==> config.mk <==
export PLATFORM = sky130hd
export DESIGN_NAME = vga_frame_scheduler
export DESIGN_NICKNAME = d
export VERILOG_FILES = /design/src/rtl/vga_frame_scheduler.sv
export SDC_FILE = /design/constraint.sdc
export NUM_CORES = 1
export LEC_CHECK = 0
export ABC_AREA = 1
export CAP_MARGIN = 0
export CORE_MARGIN = 10
export CORE_UTILIZATION = 37
export CTS_CLUSTER_SIZE = 16
export DETAILED_ROUTE_END_ITERATION = 8
export DONT_BUFFER_PORTS = 1
export GPL_TIMING_DRIVEN = 0
export SYNTH_ARGS = -nofsm -noshare
export SYNTH_HDL_FRONTEND = slang
export SYNTH_SLANG_ARGS = --single-unit
==> constraint.sdc <==
create_clock -name clk -period 2.7 [get_ports clk]
set_input_delay 0.405 -clock clk [delete_from_list [all_inputs] [get_ports clk]]
set_output_delay 0.405 -clock clk [all_outputs]
set_load 0.02 [all_outputs]
==> src/rtl/vga_frame_scheduler.sv <==
// vga_frame_scheduler
// Hands out exclusive framebuffer write access to one drawing client at a time,
// only while the VGA scan is in vertical blanking. Clients are served round-robin.
// An active grant is withdrawn, with a revoke pulse, as soon as active scan
// resumes. The block also produces a frame-start pulse and a free-running
// 16-bit frame counter for animation timing.
module vga_frame_scheduler #(
  parameter int HMAX    = 2047,
  parameter int VMAX    = 2047,
  parameter int VACTIVE = 1536,
  parameter int GUARD   = 4,
  parameter int NREQ    = 2
) (
  input  logic            clk,
  input  logic            rst,
  input  logic [10:0]     hcounter,
  input  logic [10:0]     vcounter,
  input  logic [NREQ-1:0] req,
  output logic [NREQ-1:0] gnt,
  output logic            revoke,
  output logic            in_blank,
  output logic            frame_start,
  output logic [15:0]     frame_count
);

  localparam int PW = (NREQ > 1) ? $clog2(NREQ) : 1;
  localparam logic [10:0] VACT_L   = 11'(VACTIVE);
  localparam logic [10:0] VMAX_L   = 11'(VMAX);
  localparam logic [10:0] HGUARD_L = 11'(HMAX - GUARD);
  localparam logic [PW:0] NREQ_L   = (PW+1)'(NREQ);

  typedef enum logic [1:0] {DISPLAY, BLANK_IDLE, BLANK_GRANT} state_t;

  state_t          r_state;
  logic [PW-1:0]   r_ptr;
  logic [PW-1:0]   r_owner;
  logic            r_prevZero;

  logic            w_blankNow;
  logic            w_guardNow;
  logic            w_atZero;
  logic            w_newFrame;
  logic            w_found;
  logic [PW-1:0]   w_winner;
  logic [PW-1:0]   w_ownerNext;
  logic [NREQ-1:0] w_winnerOneHot;

  // A new grant is withheld in the last few pixels of the frame so that no
  // client is handed the bus just before it would have to be revoked again.
  assign w_blankNow     = (vcounter >= VACT_L);
  assign w_guardNow     = (vcounter == VMAX_L) && (hcounter > HGUARD_L);
  assign w_atZero       = (hcounter == 11'd0) && (vcounter == 11'd0);
  assign w_newFrame     = w_atZero && !r_prevZero;
  assign w_winnerOneHot = NREQ'(1) << w_winner;

  // Round-robin search: first requesting client at or after the pointer, wrapping.
  always_comb begin : winnerSearch
    logic [PW:0] sum;
    w_found  = 1'b0;
    w_winner = r_ptr;
    sum      = '0;
    for (int i = 0; i < NREQ; i++) begin
      sum = {1'b0, r_ptr} + (PW+1)'(i);
      if (sum >= NREQ_L) begin
        sum = sum - NREQ_L;
      end
      if (!w_found && req[sum[PW-1:0]]) begin
        w_found  = 1'b1;
        w_winner = sum[PW-1:0];
      end
    end
  end

  // Pointer value that makes the client after the current owner first in line.
  always_comb begin : ownerAdvance
    logic [PW:0] nxt;
    nxt = {1'b0, r_owner} + (PW+1)'(1);
    if (nxt >= NREQ_L) begin
      nxt = '0;
    end
    w_ownerNext = nxt[PW-1:0];
  end

  // Access arbitration FSM with registered grant and revoke outputs.
  always_ff @(posedge clk or posedge rst) begin
    if (rst) begin
      r_state  <= DISPLAY;
      r_ptr    <= '0;
      r_owner  <= '0;
      gnt      <= '0;
      revoke   <= 1'b0;
      in_blank <= 1'b0;
    end else begin
      revoke   <= 1'b0;
      in_blank <= w_blankNow;
      case (r_state)
        DISPLAY: begin
          gnt <= '0;
          if (w_blankNow) begin
            r_state <= BLANK_IDLE;
          end
        end
        BLANK_IDLE: begin
          if (!w_blankNow) begin
            r_state <= DISPLAY;
          end else if (w_found && !w_guardNow) begin
            gnt     <= w_winnerOneHot;
            r_owner <= w_winner;
            r_state <= BLANK_GRANT;
          end
        end
        BLANK_GRANT: begin
          if (!w_blankNow) begin
            gnt     <= '0;
            revoke  <= 1'b1;
            r_ptr   <= w_ownerNext;
            r_state <= DISPLAY;
          end else if (!req[r_owner]) begin
            gnt     <= '0;
            r_ptr   <= w_ownerNext;
            r_state <= BLANK_IDLE;
          end
        end
        default: begin
          gnt     <= '0;
          r_state <= DISPLAY;
        end
      endcase
    end
  end

  // Frame-start edge detect on (0,0); a stalled counter yields a single pulse.
  always_ff @(posedge clk or posedge rst) begin
    if (rst) begin
      r_prevZero  <= 1'b0;
      frame_start <= 1'b0;
      frame_count <= 16'd0;
    end else begin
      r_prevZero  <= w_atZero;
      frame_start <= w_newFrame;
      if (w_newFrame) begin
        frame_count <= frame_count + 16'd1;
      end
    end
  end

endmodule

==> summary.txt <==
Outcome
  – Run status: finished clean

STA
  – Worst max-slew margin expressed relative to the limit: 0.356
  – Clock Skew: 0.00718 ns
  – Final setup slack of the worst path: 0.986 ns
  – Max Slew Vio Count: 0
  – Unrepaired setup endpoints after global routing: no
  – Final Cycle Share: 0.635
  – Upper clock frequency limit: 583 MHz
  – Number of hold-slack violations in the final timing report: 0
  – Final setup vio count: 0
  – Aggregate negative setup slack: 0 ns
  – Measured slew at the worst slew-check pin: 0.965 ns
  – Time the worst path needs with I/O delays and setup: 1.71 ns

Floorplan
  – Overall die area: 6960 um^2
  – Placeable Area: 3770 um^2
  – Number of placement rows: 22
  – Number of I/O pins: 47
  – Effective utilization at floorplan: 0.394
  – Horizontal extent of the die: 83.4 um
  – Height of the chip: 83.4 um

Setup path
  – Endpoint type of the worst setup path: register
  – Worst Setup Start Kind: register
  – Critical R2R Launch: frame_count[0]
  – Slack of the worst reg-to-reg path: 0.99 ns
  – Critical path arrival: 1.88 ns
  – R2R depth: 7
  – FF-to-FF End: frame_count[14]
  – CP max FO: 4
  – Required time at the endpoint of the critical path: 2.86 ns
  – Crit Path Class: reg2reg

Yosys
  – Post-synthesis instance total: 210
  – Number of warnings issued by yosys: 0
  – Number of nets in the synthesized netlist: 237
  – Part of the Yosys area used for sequential elements: 0.437
  – Synthesized area: 1490 um^2
  – Post-synthesis sequential element count: 26
  – Mean area per synthesized cell: 7.08 um^2
  – Netlist cell types: 21

Placement
  – Worst-case setup slack after placement: 0.994 ns
  – Port Buffers: 0
  – Estimated wirelength of the detail-placed design: 2680 um
  – Placer Congestion: 0.786

Detailed routing
  – 1st-iter DRT viols: 43
  – Total vias in the final route: 1250
  – Via density per instance: 4.77
  – Number of DRC violations after detailed routing: 0
  – Number of antenna-violating nets in the routed design: 0
  – WL/cell: 12.7 um
  – Drt total wl: 3330 um
  – First-pass iteration count of the detailed router: 4

Layout
  – Fraction of final layout cells sized beyond drive strength 1: 0.0421
  – Layout-stage area growth over the synthesis result: 7.74%
  – Antenna cells: 0
  – Final net count: 242

Clock network
  – Root buffer selected by CTS: sky130_fd_sc_hd__clkbuf_8
  – Number of buffers created by CTS: 3
  – Number of gates resized after cts: 0
  – Count of hold-fix buffers inserted at cts: 0
  – Post-CTS Setup Bufs: 0
  – Deepest clock path buffer count: 2
  – Clock transition at path regs: 0.09 ns
  – CTS tree: done
  – Clk Latency, worst-skew pair: 0.27 ns
  – H-Tree Level Count: 1
  – TritonCTS Sinks: 26

Power
  – Switching pwr: 0.000162 W
  – Fraction of power consumed by sequential logic: 0.584
  – Share of total power in the clock network: 0.350
  – Pint: 0.000551 W
  – Combinational cell fraction of total power: 0.067
  – Switching power share of the total: 0.227
  – PwrDens: 445 nW/um^2
  – Worst IR drop on VDD: 0.243 mV
  – Static power due to leakage: 0.815 nW

Global routing
  – Global-route wire length before repair: 5680 um
  – Via count of the first global-routing pass: 1210
  – Initial antenna violation count: 0
  – Maximum number of pins on one net before global-route repair: 27
  – Sum of overflow across all layers after global routing: 0
  – Global-route usage over all layers: 0.0947

Job
  – Max_cap viols: 0

Hold path
  – Type of the worst min-delay path: in2async
## registers in the layout (all words and copies together), names as in the netlist
register     flops
frame_count     16
frame_start      1
gnt              2
in_blank         1
r_owner          1
r_prevZero       1
r_ptr            1
r_state          2
revoke           1
## synthesized netlist by cell type
cell                        n  area, um^2
sky130_fd_sc_hd__nor3_2     1        10.0
sky130_fd_sc_hd__inv_1     21        78.8
sky130_fd_sc_hd__nand2_1   71         267
sky130_fd_sc_hd__nand3b_1   1        7.51
sky130_fd_sc_hd__o21bai_1   1        7.51
sky130_fd_sc_hd__o21ai_0   13        65.1
sky130_fd_sc_hd__nand3_2    1        10.0
sky130_fd_sc_hd__o21ai_1    1        5.00
sky130_fd_sc_hd__nand4_1    2        12.5
sky130_fd_sc_hd__a31oi_1    1        6.26
sky130_fd_sc_hd__nand3_1   12        60.1
sky130_fd_sc_hd__nor3_1     3        15.0
sky130_fd_sc_hd__ha_1       1        12.5
sky130_fd_sc_hd__xor2_1     8        70.1
sky130_fd_sc_hd__nor2_1    40         150
sky130_fd_sc_hd__nor2_4     1        11.3
sky130_fd_sc_hd__xnor2_1    1        8.76
sky130_fd_sc_hd__o31ai_1    1        7.51
sky130_fd_sc_hd__a21oi_1    2        10.0
sky130_fd_sc_hd__buf_6      2        22.5
sky130_fd_sc_hd__dfrtp_1   26         651
## worst max-delay path: stages, from the launching register on
cell,delay [ns]
sky130_fd_sc_hd__dfrtp_1,0.53
sky130_fd_sc_hd__ha_1,0.27
sky130_fd_sc_hd__nand2_1,0.10
sky130_fd_sc_hd__nor3_1,0.30
sky130_fd_sc_hd__nand3_1,0.13
sky130_fd_sc_hd__xor2_1,0.16
sky130_fd_sc_hd__nand2_1,0.05
sky130_fd_sc_hd__o21ai_0,0.06
## cell families (layout without fill, tap and decap cells)
group | count (synthesis) | count (layout) | synth area share
xor gates and xnor gates | 9 | 9 | 0.0530
and+or+nand+nor | 132 | 132 | 0.365
buffers and inverters | 23 | 27 | 0.0681
AOI/OAI and AO/OA | 19 | 19 | 0.0681
adders and majority gates | 1 | 1 | 0.00841
DFF | 26 | 26 | 0.437
## routing by layer
metal,up-vias,wire length (um),global-route usage
li1,664,-,-
met1,553,1350,0.101
met2,30,1740,0.176
met3,3,227,0.0352
met4,0,7,0.0136
met5,-,0,0
## stage by stage
stage | util | power (W) | hold slack [ns] | instance area [um^2] | cells
after floorplan | - | 0.000462 | 0.445 | 1490 | 210
after global placement | 0.410 | 0.000473 | 0.483 | 1550 | 258
after detailed placement | 0.410 | 0.000473 | 0.481 | 1550 | 258
after CTS | 0.425 | 0.000728 | 0.283 | 1600 | 262
after global routing | 0.425 | 0.000755 | 0.335 | 1600 | 262
final | 0.425 | 0.000713 | 0.240 | 1600 | 262
## layout by cell type (no fill, tap or decap), types with 2 or more instances in the layout
master                     count
sky130_fd_sc_hd__nand2_1      71
sky130_fd_sc_hd__nor2_1       40
sky130_fd_sc_hd__dfrtp_1      26
sky130_fd_sc_hd__inv_1        21
sky130_fd_sc_hd__o21ai_0      13
sky130_fd_sc_hd__nand3_1      12
sky130_fd_sc_hd__xor2_1        8
sky130_fd_sc_hd__clkbuf_8      4
sky130_fd_sc_hd__nor3_1        3
sky130_fd_sc_hd__a21oi_1       2
sky130_fd_sc_hd__buf_6         2
sky130_fd_sc_hd__nand4_1       2
## power by group through the flow
stage	clock network [W]	registers, W	logic [W]
final	0.000249	0.000416	0.0000477
after global routing	0.000277	0.000418	0.0000592
after CTS	0.000262	0.000416	0.0000493
after detailed placement	0	0.000424	0.0000492
after global placement	0	0.000424	0.0000487
after floorplan	0	0.000421	0.0000409
## worst max-delay path by stage
stage / start / to / slack [ns]
after floorplan: frame_count[0] / frame_count[14] / 1.21
after global placement: frame_count[0] / frame_count[14] / 0.98
after detailed placement: frame_count[0] / frame_count[14] / 0.99
after CTS: frame_count[0] / frame_count[14] / 0.98
after global routing: frame_count[0] / frame_count[14] / 0.87
final: frame_count[0] / frame_count[14] / 0.99
## cell type report
type	instances	area, um^2
Tap cell	48	60.1
Fill cell	384	2170
Sequential cell	26	651
Buffer	2	22.5
Inverter	21	78.8
Clock buffer	4	55.1
Multi-Input combinational cell	161	736
(Power assumes the default switching activity.)
